File: src/rtl/hazard_stall_unit.sv
`default_nettype none
// ============================================================================
//  Module      : hazard_stall_unit
//  Description : ID-stage data-hazard detector. Checks N register read ports
//                and HI/LO reads against EXE/MEM producers, applies per-stage
//                stall lengths or load-use-only stalls when forwarding exists,
//                interlocks on a busy mul/div unit, and reports the cause.
//  Revision    : 1.0 - initial release
// ============================================================================
module hazard_stall_unit #(
    parameter int ADDR_W    = 5,
    parameter int NUM_RD    = 2,
    parameter int EXE_STALL = 2,
    parameter int MEM_STALL = 1,
    parameter int FWD_MODE  = 0,
    parameter int CNT_W     = 3
) (
    input  logic                     clk,
    input  logic                     rst,
    input  logic                     id_valid,
    input  logic [NUM_RD*ADDR_W-1:0] id_raddr,
    input  logic [NUM_RD-1:0]        id_rena,
    input  logic                     id_rd_hi,
    input  logic                     id_rd_lo,
    input  logic                     id_uses_md,
    input  logic [ADDR_W-1:0]        exe_waddr,
    input  logic                     exe_wena,
    input  logic                     exe_is_load,
    input  logic                     exe_hi_wena,
    input  logic                     exe_lo_wena,
    input  logic [ADDR_W-1:0]        mem_waddr,
    input  logic                     mem_wena,
    input  logic                     mem_hi_wena,
    input  logic                     mem_lo_wena,
    input  logic                     md_busy,
    input  logic                     flush,
    output logic                     stall,
    output logic [CNT_W-1:0]         stall_cnt,
    output logic [2:0]               stall_cause
);

    localparam int         MAX_STALL    = (EXE_STALL > MEM_STALL) ? EXE_STALL : MEM_STALL;
    localparam logic [2:0] C_CAUSE_NONE = 3'd0;
    localparam logic [2:0] C_CAUSE_EXE  = 3'd1;
    localparam logic [2:0] C_CAUSE_MEM  = 3'd2;
    localparam logic [2:0] C_CAUSE_HILO = 3'd3;
    localparam logic [2:0] C_CAUSE_LOAD = 3'd4;
    localparam logic [2:0] C_CAUSE_MD   = 3'd5;

    logic [NUM_RD-1:0] w_exe_match;
    logic [NUM_RD-1:0] w_mem_match;

    // Per-port compare; register $0 is hard-wired zero and never hazards.
    for (genvar gi = 0; gi < NUM_RD; gi++) begin : g_port
        logic [ADDR_W-1:0] w_raddr;
        logic              w_live;
        assign w_raddr = id_raddr[gi*ADDR_W +: ADDR_W];
        assign w_live  = id_valid & id_rena[gi] & (w_raddr != '0);
        assign w_exe_match[gi] = w_live & exe_wena & (w_raddr == exe_waddr);
        assign w_mem_match[gi] = w_live & mem_wena & (w_raddr == mem_waddr);
    end

    logic w_exe_rf, w_mem_rf, w_hilo_exe, w_hilo_mem, w_load_use, w_interlock;

    assign w_exe_rf    = |w_exe_match;
    assign w_mem_rf    = |w_mem_match;
    assign w_hilo_exe  = id_valid & ((id_rd_hi & exe_hi_wena) | (id_rd_lo & exe_lo_wena));
    assign w_hilo_mem  = id_valid & ((id_rd_hi & mem_hi_wena) | (id_rd_lo & mem_lo_wena));
    assign w_load_use  = w_exe_rf & exe_is_load;
    assign w_interlock = md_busy & id_uses_md & id_valid;

    logic [3:0] w_n_req;
    logic [2:0] w_idle_cause;

    // Total stall length and cause for a fresh evaluation (counter idle).
    always_comb begin
        w_n_req      = 4'd0;
        w_idle_cause = C_CAUSE_NONE;
        if (FWD_MODE != 0) begin
            if (w_load_use) w_n_req = 4'd1;
        end else if ((w_exe_rf | w_hilo_exe) && (w_mem_rf | w_hilo_mem)) begin
            w_n_req = 4'(MAX_STALL);
        end else if (w_exe_rf | w_hilo_exe) begin
            w_n_req = 4'(EXE_STALL);
        end else if (w_mem_rf | w_hilo_mem) begin
            w_n_req = 4'(MEM_STALL);
        end

        if (w_interlock) begin
            w_idle_cause = C_CAUSE_MD;
        end else if (FWD_MODE != 0) begin
            if (w_load_use) w_idle_cause = C_CAUSE_LOAD;
        end else if (w_hilo_exe | w_hilo_mem) begin
            w_idle_cause = C_CAUSE_HILO;
        end else if (w_exe_rf) begin
            w_idle_cause = C_CAUSE_EXE;
        end else if (w_mem_rf) begin
            w_idle_cause = C_CAUSE_MEM;
        end
    end

    logic [CNT_W-1:0] cnt_q, cnt_d;
    logic [2:0]       cause_q, cause_d;
    logic             w_stall;
    logic [2:0]       w_cause;

    // Flush aborts everything; a loaded counter holds the stall without re-evaluating.
    always_comb begin
        cnt_d   = '0;
        cause_d = C_CAUSE_NONE;
        w_stall = 1'b0;
        w_cause = C_CAUSE_NONE;
        if (flush) begin
            w_stall = 1'b0;
        end else if (cnt_q != '0) begin
            w_stall = 1'b1;
            w_cause = cause_q;
            cnt_d   = cnt_q - CNT_W'(1);
            cause_d = (cnt_q > CNT_W'(1)) ? cause_q : C_CAUSE_NONE;
        end else begin
            w_stall = (w_n_req != 4'd0) | w_interlock;
            w_cause = w_stall ? w_idle_cause : C_CAUSE_NONE;
            if (w_n_req > 4'd1) begin
                cnt_d   = CNT_W'(w_n_req - 4'd1);
                cause_d = w_idle_cause;
            end
        end
    end

    // Stall counter and latched cause; synchronous active-low reset.
    always_ff @(posedge clk) begin
        if (!rst) begin
            cnt_q   <= '0;
            cause_q <= C_CAUSE_NONE;
        end else begin
            cnt_q   <= cnt_d;
            cause_q <= cause_d;
        end
    end

    assign stall       = rst & w_stall;
    assign stall_cause = rst ? w_cause : C_CAUSE_NONE;
    assign stall_cnt   = rst ? cnt_q : '0;

endmodule
`default_nettype wire
File: config.mk
export PLATFORM = sky130hd
export DESIGN_NAME = hazard_stall_unit
export DESIGN_NICKNAME = d
export VERILOG_FILES = /design/src/rtl/hazard_stall_unit.sv
export SDC_FILE = /design/constraint.sdc
export NUM_CORES = 1
export LEC_CHECK = 0
export CAP_MARGIN = 20
export CORE_ASPECT_RATIO = 1.25
export CORE_UTILIZATION = 39
export DETAILED_ROUTE_END_ITERATION = 8
export GPL_TIMING_DRIVEN = 0
export PLACE_DENSITY_LB_ADDON = 0.15
export SLEW_MARGIN = 25
export SYNTH_ARGS = -nofsm -noshare
export SYNTH_HDL_FRONTEND = slang
export SYNTH_SLANG_ARGS = --single-unit
File: constraint.sdc
create_clock -name clk -period 2.5 [get_ports clk]
set_clock_uncertainty 0.05 [all_clocks]
set_input_delay 0.375 -clock clk [delete_from_list [all_inputs] [get_ports clk]]
set_output_delay 0.375 -clock clk [all_outputs]
set_load 0.01 [all_outputs]
; ---- After elaboration in Yosys (flattened, before gate mapping)
; Index checks and enable logic that the tools add are counted.
[op_classes]
n_shift = 0
div_mod_pow = 0
order_cmp = 2
bitwise = 28
n_reduce_logical = 8
n_eq_ne = 5
muxes = 19
add_sub_neg = 2
multipliers = 0
[ops]
columns = operator, n
row1 = two-way mux 3 bit, 11
row2 = bitwise AND 1 bit, 21
row3 = equality test 5 bit, 4
row4 = two-way mux 2 bit, 5
row5 = nonzero test 5 bit, 2
row6 = bitwise OR 1 bit, 6
row7 = OR reduction 2 bit, 3
row8 = "subtractor 3 x 1 -> 3 bit, second input constant", 2
row9 = "greater-than comparator 4 x 1 -> 1 bit, second input constant", 1
row10 = nonzero test 4 bit, 1
row11 = "greater-than comparator 3 x 1 -> 1 bit, second input constant", 1
row12 = two-way mux 1 bit, 3
row13 = nonzero test 3 bit, 1
row14 = "!= test 2 bit, second input constant", 1
row15 = logical AND 1 bit, 1
row16 = inverter 1 bit, 1
[totals]
mem_bits_ro = 0
latchBits = 0
mem_bits_rw = 0
memories = 0
in_bits = 37
output_inout_bits = 7
wordCells = 66
register_bits = 6

; ---- Longest topological paths before layout
; Gate-level depths: netlist (run 1).
[depth]
word_depth = 15
depth_mapped = 7
depth_no_buf = 7

; ---- Least setup slack after synthesis (run 1)
; OpenSTA, ideal clock, no wires.
[synth_path]
path_type = in2out
start = input id_raddr[0]
end = output stall_cause[0]
path_buffers = 0
t_required_ns = 2.075
arrival_time_ns = 1.495
cell_stages = 5
setup_slack_ns = 0.580
path_cell_list = or3_1 -> o311a_1 -> and4_4 -> nor3_2 -> a21oi_1
[synth_via]
elab_chain_len = 15
word_cells_on_any_way = 25
cone_classes = eq/ne: 2 / mux: 10 / bitwise: 8 / reduce/logical: 5
[synth_lines]
columns = item, line
row1 = start: declaration, 21  ; input logic [NUM_RD*ADDR_W-1:0] id_raddr,
row2 = nonzero test 5 bit, 58  ; assign w_live = id_valid & id_rena[gi] & (w_raddr != '0);
row3 = bitwise AND 1 bit, 58
row4 = bitwise AND 1 bit (2 in series), 60  ; assign w_mem_match[gi] = w_live & mem_wena & (w_raddr == mem_waddr);
row5 = OR reduction 2 bit, 66  ; assign w_mem_rf = |w_mem_match;
row6 = bitwise OR 1 bit, "81, 85"
row7 = two-way mux 1 bit, 85  ; end else if (w_mem_rf | w_hilo_mem) begin
row8 = two-way mux 2 bit, 83  ; end else if (w_exe_rf | w_hilo_exe) begin
row9 = two-way mux 2 bit, 81  ; end else if ((w_exe_rf | w_hilo_exe) && (w_mem_rf | w_hilo_mem)) begin
row10 = nonzero test 4 bit, 121  ; w_stall = (w_n_req != 4'd0) | w_interlock;
row11 = bitwise OR 1 bit, 121
row12 = two-way mux 3 bit (*), 122  ; w_cause = w_stall ? w_idle_cause : C_CAUSE_NONE;
row13 = two-way mux 3 bit (*), 115  ; end else if (cnt_q != '0) begin
row14 = two-way mux 3 bit (*), 113  ; if (flush) begin
row15 = two-way mux 3 bit (*), 142  ; assign stall_cause = rst ? w_cause : C_CAUSE_NONE;
row16 = end: declaration, 39  ; output logic [2:0] stall_cause
; Every way passes the cells marked *; elsewhere a longest branch is shown, timed or not.

; ---- Final worst setup path (run 1)
[layout_path]
start = input id_raddr[6]
end = output stall_cause[1]
; The elaborated chain is that of the path after synthesis.

==> flow_metrics.tcl, run 1 <==
set metrics [dict create \
    run_status "complete, no violations" \
    yosysMostFrequentCell "xnor2_1" \
    fp-row-count 16 \
    finalMaxSlewViolations 0 \
    total_leakage_power_nw 0.454 \
    stdcell_count 154 \
    path_max_fanout 3 \
    yosys-top-cells-area "dfxtp_1 (17%), xnor2_1 (13%), xor2_1 (11%), ha_1 (5.2%), a21oi_1 (3.5%)" \
    mappedNetlistNets 131 \
    post_synth_top_area_cell "dfxtp_1" \
    first_pass_iters 4 \
    overflow 0 \
    via_per_inst 5.53 \
    cts.root.buffer_cell "clkbuf_4" \
    ys_types 31 \
    rsz0062_at_grt "true" \
    synth_top_area_share_pct 16.8 \
    cp-end-kind "output pin" \
    cpLargestDelayFamily "simple AND/OR/NAND/NOR gates" \
    criticalPathCategory "input pin to output pin" \
    grt_pass1_wl_um 3050 \
    numPlacedInstances 151 \
    holdWs_ns 0.392 \
    clock_sinks 6 \
    critPathMaxStageDelay_ns 0.58 \
    start_kind "input pin" \
    finalWirelength_um 2000 \
    asyncSetResetFlopFracSynth_pct 0 \
    clk_latency_ns 0.25 \
    power_density_mw_per_mm2 287 \
    nNetsFinal 178 \
    final_area_mm2 0.00121 \
    vias_in_the_first_global_route 814 \
    ios 44 \
    postSynthAreaPerCell_um2 7.86 \
    area_growth_pct 68.5 \
    drt.antenna.violating_nets 0 \
    worst_slew_margin_relative_to_its_limit_pct 74.3 \
    cap_viol_max_count 0 \
    core-area_mm2 0.00164 \
    timing.final.crit_share_pct 98.9 \
    timing.fmax_mhz 404 \
    route.detailed.wl_per_inst_um 13.0 \
    worst_slack_ns 0.0263 \
    yosys_warnings 0 \
    antenna_violations_before_repair 0 \
    tritoncts "yes" \
    detailedPlace.worstSlack_ns -0.473 \
    globalRouteTotalUtil_pct 22.3 \
    fillCellCount 142 \
    clkSlewWorstSetupHoldPaths_ns 0.04 \
    routability_congestion_estimate_from_global_placement 0.743 \
    worstHoldPathType "register to register" \
    synth_top_cells_by_count "xnor2_1 (11), xor2_1 (9), dfxtp_1 (6), nand2_1 (6), nor2_1 (6)" \
    cts_inserted_buffers 3 \
    post_synth_design_cell_area_um2 716 \
    crit_path_top_delay_cell "or4_1" \
    drt_iter0_markers 14 \
    synth_flop_type "dfxtp_1" \
    buffer_ports.inserted 42 \
    max_slew.worst_pin.slew_ns 0.382 \
    cp.required_ns 2.08 \
    synth_cells 91 \
    placedInstanceArea_mm2 0.00116 \
    drive_above_1_share_pct 13.2 \
    initial_core_util_pct 43.6 \
    drc_errors 0 \
    final_hold_viol_count 0 \
    die-height_um 49.9 \
    cp.arrival_ns 2.05 \
    dp.final_hpwl_um 1680 \
    worst-path-buf-inv 2 \
    ys_seq_area_share_pct 16.8 \
    num_vias 851 \
    synth_edf_count 0 \
    num_antenna_cells 0 \
    vdd_ir_drop_max_mv 0.181 \
    total_power_mw 0.347 \
    setup_tns_ns 0 \
    synth-seq-cells 6 \
    final.min_clock_period_ns 2.47 \
    grt_max_degree 8 \
    finalSetupViolCount 0 \
    die_w_um 40.3 \
    final_core_util_pct 73.5 \
    cell_by_cell_listing_of_the_critical_path "dlygate4sd2_1 -> or4_1 -> nor2_4 -> or4_4 -> o211ai_1 -> o21ai_1 -> clkdlybuf4s15_2" \
    clockBufferDepth 2 \
    die_area_mm2 0.00201 \
    htree_levels 1 \
]
==> report_power, final <==
| part | switching [mW] | internal, mW | leakage (nW) |
|---|---|---|---|
| Clock | 0.0365 | 0.0544 | 0.0138 |
| Combinational | 0.0696 | 0.0847 | 0.392 |
| Sequential | 0.00223 | 0.0991 | 0.0486 |
| Total | 0.108 | 0.238 | 0.454 |
==> state kept, by name (all words and copies together) (netlist names) <==
| signal | count |
|---|---|
| cnt_q | 3 |
| cause_q | 3 |
==> worst reg2reg max path, cell delays in order, from the launching register on <==
cell	delay, ns
dfxtp_1	0.31
inv_1	0.12
ha_1	0.24
nor2b_4	0.25
nand3_1	0.17
nor2_1	0.14
o21ai_1	0.07
o211ai_1	0.08
==> cell type report <==
class	instances	area (um2)	area share, %
well taps	18	22.5	1.87
multi-input cells	83	638	52.9
repair buffers	42	395	32.8
flip-flops and latches	6	120	9.96
inverters	2	7.51	0.622
clock buffers	3	22.5	1.87
==> cells in the final DEF, fill, tap and decap left out, types with 3 or more instances in the layout <==
master | synthesis | routed
a21oi_1 | 5 | 5
and2_1 | 3 | 3
clkbuf_4 | 0 | 3
clkdlybuf4s50_1 | 0 | 26
dfxtp_1 | 6 | 6
dlygate4sd2_1 | 0 | 13
ha_1 | 3 | 3
nand2_1 | 6 | 6
nand3_1 | 4 | 3
nand4_1 | 4 | 4
nor2_1 | 6 | 5
o21ai_1 | 3 | 3
xnor2_1 | 11 | 11
xor2_1 | 9 | 9
==> per-layer routing <==
metal	track usage, %	share of wire [%]	vias to the layer above
li1	-	-	430
met2	40.3	56	35
met4	15.0	3.1	0
met5	0	0	-
met1	21.8	37	381
met3	1.35	4.5	5
==> kinds of logic (layout without fill, tap and decap cells) <==
family | count (synthesis) | in the layout | synth area share, %
XOR/XNOR | 20 | 20 | 24.5
buffers and inverters | 2 | 47 | 1.05
AO/OA/AOI/OAI | 19 | 19 | 18.9
multiplexers | 1 | 1 | 1.40
adder cells (fa/ha/maj) | 3 | 3 | 5.25
flip-flops | 6 | 6 | 16.8
AND/OR/NAND/NOR | 40 | 40 | 32.2
==> final timing paths <==
kind              depth (start not counted)        start  slack (ns)             end
setup reg to reg                          7     cnt_q[0]        0.99      cause_q[1]
setup / recovery                          7  id_raddr[6]        0.03  stall_cause[1]
hold / removal                            2   cause_q[0]        0.39      cause_q[0]
hold reg to reg                           2   cause_q[0]        0.39      cause_q[0]
==> repair_timing <==
action                                  4_1_cts  5_1_grt
hold buffers                                  0        0
pin swaps                                     4        0
hold endpoints to repair                      0        0
setup buffers                                 0        0
resized for setup                            26        7
endpoints found under the setup margin        3        4
Note: power is estimated with default switching activity, not from simulation.
==> inputs of run 2 (changes only) <==
--- a/config.mk
+++ b/config.mk
@@ -11,6 +11,8 @@
 export DETAILED_ROUTE_END_ITERATION = 8
 export GPL_TIMING_DRIVEN = 0
 export PLACE_DENSITY_LB_ADDON = 0.15
+export RECOVER_POWER = 50
+export SETUP_SLACK_MARGIN = 0.02
 export SLEW_MARGIN = 25
 export SYNTH_ARGS = -nofsm -noshare
 export SYNTH_HDL_FRONTEND = slang
==> flow_metrics.tcl, run 2 (synthesized netlist as in run 1, its figures left out) <==
set metrics [dict create \
    grt_pass1_wl_um 3040 \
    drc_errors 0 \
    power_density_mw_per_mm2 290 \
    cts.root.buffer_cell "clkbuf_4" \
    largestRegisters "cause_q: 3 flops, cnt_q: 3 flops" \
    globalRouteTotalUtil_pct 22.2 \
    r2r_start "cnt_q[0]" \
    max_slew.worst_pin.slew_ns 0.368 \
    worstHoldPathType "register to register" \
    routability_congestion_estimate_from_global_placement 0.743 \
    clockBufferDepth 2 \
    die_area_mm2 0.00201 \
    finalSetupViolCount 0 \
    first_pass_iters 4 \
    min_delay_path_depth 2 \
    net-switching-power_mw 0.106 \
    detailedPlace.worstSlack_ns -0.473 \
    hold-path-endpoint "cause_q[0]" \
    mostFrequentLayoutCell "clkdlybuf4s50_1" \
    start_kind "input pin" \
    tritoncts "yes" \
    initial_core_util_pct 43.6 \
    final_hold_viol_count 0 \
    run_status "complete, no violations" \
    drt_iter0_markers 13 \
    swShare_pct 30.9 \
    worst_slack_ns 0.0888 \
    rsz0062_at_grt "false" \
    power.internal_mw 0.236 \
    r2r.worst_path.cells 7 \
    final_core_util_pct 72.0 \
    num_antenna_cells 0 \
    path_depth 7 \
    worst_slew_margin_relative_to_its_limit_pct 75.2 \
    finalMaxSlewViolations 0 \
    cp.arrival_ns 1.99 \
    cell_by_cell_listing_of_the_critical_path "dlygate4sd2_1 -> or3_1 -> o311a_1 -> and4_1 -> o211ai_1 -> o21ai_1 -> buf_2" \
    criticalPathCategory "input pin to output pin" \
    clk_latency_ns 0.25 \
    fp-row-count 16 \
    area_growth_pct 65.0 \
    dp.final_hpwl_um 1680 \
    die-height_um 49.9 \
    cts_inserted_buffers 3 \
    drt.antenna.violating_nets 0 \
    cp.required_ns 2.08 \
    mostFrequentLayoutCells "clkdlybuf4s50_1 (26), dlygate4sd2_1 (13), xnor2_1 (11), xor2_1 (9)" \
    finalWirelength_um 1900 \
    timing.fmax_mhz 415 \
    timing.reg2reg.setup_slack_ns 0.97 \
    worstHoldStart "cause_q[0]" \
    total_leakage_power_nw 0.453 \
    cap_viol_max_count 0 \
    core-area_mm2 0.00164 \
    timing.final.crit_share_pct 96.4 \
    pwr-share-clk_pct 26.4 \
    antenna_violations_before_repair 0 \
    placedInstanceArea_mm2 0.00116 \
    nNetsFinal 178 \
    final.min_clock_period_ns 2.41 \
    critPathMaxStageDelay_ns 0.37 \
    worst-path-buf-inv 2 \
    htree_levels 1 \
    ios 44 \
    stdcell_count 154 \
    clock_sinks 6 \
    highest_layer "met4" \
    crit_path_top_delay_cell "or3_1" \
    cts_hold_repair.buffers 0 \
    via_per_inst 5.53 \
    wl_met1_um 715 \
    vdd_ir_drop_max_mv 0.167 \
    die_w_um 40.3 \
    buffer_ports.inserted 42 \
    crit-reg2reg-capture "cause_q[1]" \
    final_area_mm2 0.00118 \
    overflow 0 \
    numPlacedInstances 151 \
    drive_above_1_share_pct 11.0 \
    vias_in_the_first_global_route 810 \
    setup_tns_ns 0 \
    cpLargestDelayFamily "compound AO/OA/AOI/OAI gates" \
    clkSlewWorstSetupHoldPaths_ns 0.04 \
    combPwrFrac_pct 44.0 \
    seq_power_share_pct 29.6 \
    cp-end-kind "output pin" \
    route.detailed.wl_per_inst_um 12.3 \
    path_max_fanout 3 \
    routed_length_on_met2_um 1030 \
    met3_length_um 85 \
    num_vias 852 \
    grt_max_degree 8 \
]
run 2: cell count changes in the layout (fill, tap and decap cells not counted), sizes merged:
| cell | previous run | this run |
|---|---|---|
| clkbuf | 5 | 3 |
| clkdlybuf4s15 | 1 | 0 |
| buf | 0 | 3 |
run 2: final cells by class:
class	instances	area [um2]
multi-input cells	83	619
fillers	142	460
well taps	18	22.5
clock buffers	3	22.5
flip-flops and latches	6	120
inverters	2	7.51
repair buffers	42	389
run 2: timing repair:
item | CTS | global route
pin swaps | 5 | 0
resized for setup | 31 | 3
cloned | 0 | 0
setup buffers | 0 | 0
endpoints found under the setup margin | 3 | 2
run 2: routing by layer:
metal  track usage [%]  vias to the layer above
met3              1.35                        5
met4              15.0                        0
met1              21.5                      386
met2              40.3                       32
met5                 0                        -
li1                  -                      429
run 2: worst max path at each step:
stage           startpoint  slack [ns]             end
6_report       id_raddr[0]        0.09  stall_cause[1]
5_1_grt        id_raddr[0]        0.03           stall
4_1_cts        id_raddr[0]        0.08  stall_cause[1]
3_5_place_dp   id_raddr[6]       -0.47  stall_cause[1]
3_3_place_gp   id_raddr[0]       -0.44  stall_cause[0]
2_1_floorplan  id_raddr[0]        0.58  stall_cause[0]
run 2: power groups by stage:
stage	Sequential [mW]	Combinational, mW	Clock (mW)
3_5_place_dp	0.103	0.156	0
3_3_place_gp	0.103	0.152	0
6_report	0.101	0.151	0.0902
2_1_floorplan	0.102	0.0671	0
4_1_cts	0.101	0.150	0.0964
5_1_grt	0.101	0.164	0.0993
run 2: stage by stage:
step | power [mW] | hold slack [ns]
floorplan | 0.169 | 0.373
global placement | 0.254 | 0.385
detailed placement | 0.258 | 0.390
CTS | 0.348 | 0.396
global route | 0.365 | 0.416
finish | 0.342 | 0.394
run 2: tightest hold or removal path: stages, from the launching register on:
cell	delay [ns]
dfxtp_1	0.30
nand2_1	0.05
o21ai_1	0.05
==> inputs of run 3 (changes only) <==
--- a/config.mk
+++ b/config.mk
@@ -9,10 +9,9 @@
 export CORE_ASPECT_RATIO = 1.25
 export CORE_UTILIZATION = 39
 export DETAILED_ROUTE_END_ITERATION = 8
-export GPL_TIMING_DRIVEN = 0
 export PLACE_DENSITY_LB_ADDON = 0.15
 export RECOVER_POWER = 50
-export SETUP_SLACK_MARGIN = 0.02
+export SETUP_SLACK_MARGIN = 0.3
 export SLEW_MARGIN = 25
 export SYNTH_ARGS = -nofsm -noshare
 export SYNTH_HDL_FRONTEND = slang
==> flow_metrics.tcl, run 3 (synthesized netlist as in run 1, its figures left out) <==
set metrics [dict create \
    run_status "complete, no violations" \
    globalRouteTotalUtil_pct 26.6 \
    drive_above_1_share_pct 34.2 \
    start_kind "input pin" \
    drt.antenna.violating_nets 0 \
    area.sequential_um2 120 \
    max_slew.worst_pin.slew_ns 0.309 \
    multi_input_comb_area_um2 667 \
    timing.fmax_mhz 446 \
    worstHoldPathType "register to register" \
    finalMaxSlewViolations 0 \
    cp.arrival_ns 1.81 \
    cts_inserted_buffers 3 \
    buffer_ports.inserted 42 \
    rsz0062_at_grt "true" \
    num_antenna_cells 0 \
    initial_core_util_pct 43.6 \
    fp-row-count 16 \
    power_density_mw_per_mm2 277 \
    clock_sinks 6 \
    clockBufferDepth 2 \
    dp.final_hpwl_um 2010 \
    die_area_mm2 0.00201 \
    final.min_clock_period_ns 2.24 \
    clkSlewWorstSetupHoldPaths_ns 0.05 \
    clk_latency_ns 0.25 \
    finalSetupViolCount 0 \
    ios 44 \
    largestRegisters "cause_q: 3 flops, cnt_q: 3 flops" \
    numPlacedInstances 171 \
    drt_iter0_markers 16 \
    worst_slack_ns 0.260 \
    routability_congestion_estimate_from_global_placement 0.791 \
    fillCellCount 102 \
    htree_levels 1 \
    cp-end-kind "output pin" \
    total_power_mw 0.377 \
    finalWirelength_um 2510 \
    detailedPlace.worstSlack_ns -0.449 \
    route.detailed.wl_per_inst_um 14.3 \
    mostFrequentLayoutCells "buf_4 (18), clkdlybuf4s50_1 (14), xnor2_1 (11), clkbuf_2 (10), xor2_1 (7)" \
    cap_viol_max_count 0 \
    grt_max_degree 7 \
    die_w_um 40.3 \
    num_vias 970 \
    criticalPathCategory "input pin to output pin" \
    cts_hold_repair.buffers 0 \
    cts.root.buffer_cell "clkbuf_4" \
    nNetsFinal 200 \
    tritoncts "yes" \
    core-area_mm2 0.00164 \
    first_pass_iters 4 \
    vias_in_the_first_global_route 961 \
    stdcell_count 176 \
    drc_errors 0 \
    die-height_um 49.9 \
    antenna_violations_before_repair 0 \
    grt_pass1_wl_um 3750 \
    timing.final.crit_share_pct 89.6 \
    final_area_mm2 0.00136 \
    placedInstanceArea_mm2 0.00131 \
    via_per_inst 5.51 \
    total_leakage_power_nw 0.598 \
    overflow 0 \
    vdd_ir_drop_max_mv 0.199 \
    area_growth_pct 90.4 \
    cp.required_ns 2.08 \
    worst_slew_margin_relative_to_its_limit_pct 79.2 \
    path_max_fanout 3 \
    final_core_util_pct 83.0 \
    mostFrequentLayoutCell "buf_4" \
    final_hold_viol_count 0 \
]
-- run 3: changes by cell type in the layout (fill, tap and decap cells not counted), sizes merged --
| cell | previous run | this run |
|---|---|---|
| dlygate4sd2 | 13 | 4 |
| clkdlybuf4s15 | 0 | 1 |
| clkdlybuf4s50 | 26 | 14 |
| clkbuf | 3 | 16 |
| dlygate4sd3 | 0 | 1 |
| buf | 3 | 26 |
| dlymetal6s2s | 0 | 5 |
-- run 3: area by class of cell --
type / count / share of cell area [%]
clock buffer: 3 / 1.65
inverter: 2 / 0.551
multi-input combinational: 83 / 48.9
sequential: 6 / 8.82
tap: 18 / 1.65
timing repair buffer: 64 / 38.4
-- run 3: worst max-delay path, cell delays in order --
cell and delay, ns:
buf_6 0.09, or3_1 0.38, o311a_1 0.35, and4_1 0.19, nor3_1 0.18, a21oi_1 0.09
buf_2 0.14
-- run 3: layer usage --
metal,share of wire [%],track usage [%],vias to the layer above
met1,36,26.4,447
met3,3.6,1.35,13
li1,-,-,469
met5,0,0,-
met2,56,48.4,41
met4,5.2,17.2,0
-- run 3: stage by stage --
stage	hold WS (ns)	TNS, ns
finish	0.423	0
global route	0.431	0
CTS	0.418	0
detailed placement	0.412	-1.33
global placement	0.388	-1.24
floorplan	0.373	0
-- run 3: path summary, 6_finish.rpt --
| check | from | to | slack, ns | depth (start not counted) |
|---|---|---|---|---|
| worst max-delay path | id_raddr[1] | stall | 0.26 | 7 |
| worst min-delay path | cause_q[0] | cause_q[0] | 0.42 | 2 |
| worst max register to register | cnt_q[0] | cause_q[1] | 1.08 | 7 |
| worst min register to register | cause_q[0] | cause_q[0] | 0.42 | 2 |
-- run 3: report_power, final --
| part | internal (mW) | switching (mW) |
|---|---|---|
| Clock | 0.0545 | 0.0388 |
| Combinational | 0.101 | 0.0824 |
| Sequential | 0.0990 | 0.00196 |
-- run 3: what timing repair did --
action	CTS	global route
setup endpoints to repair	4	3
pin swaps	13	17
hold endpoints to repair	0	0
setup buffers	0	2
gates resized for setup	44	43
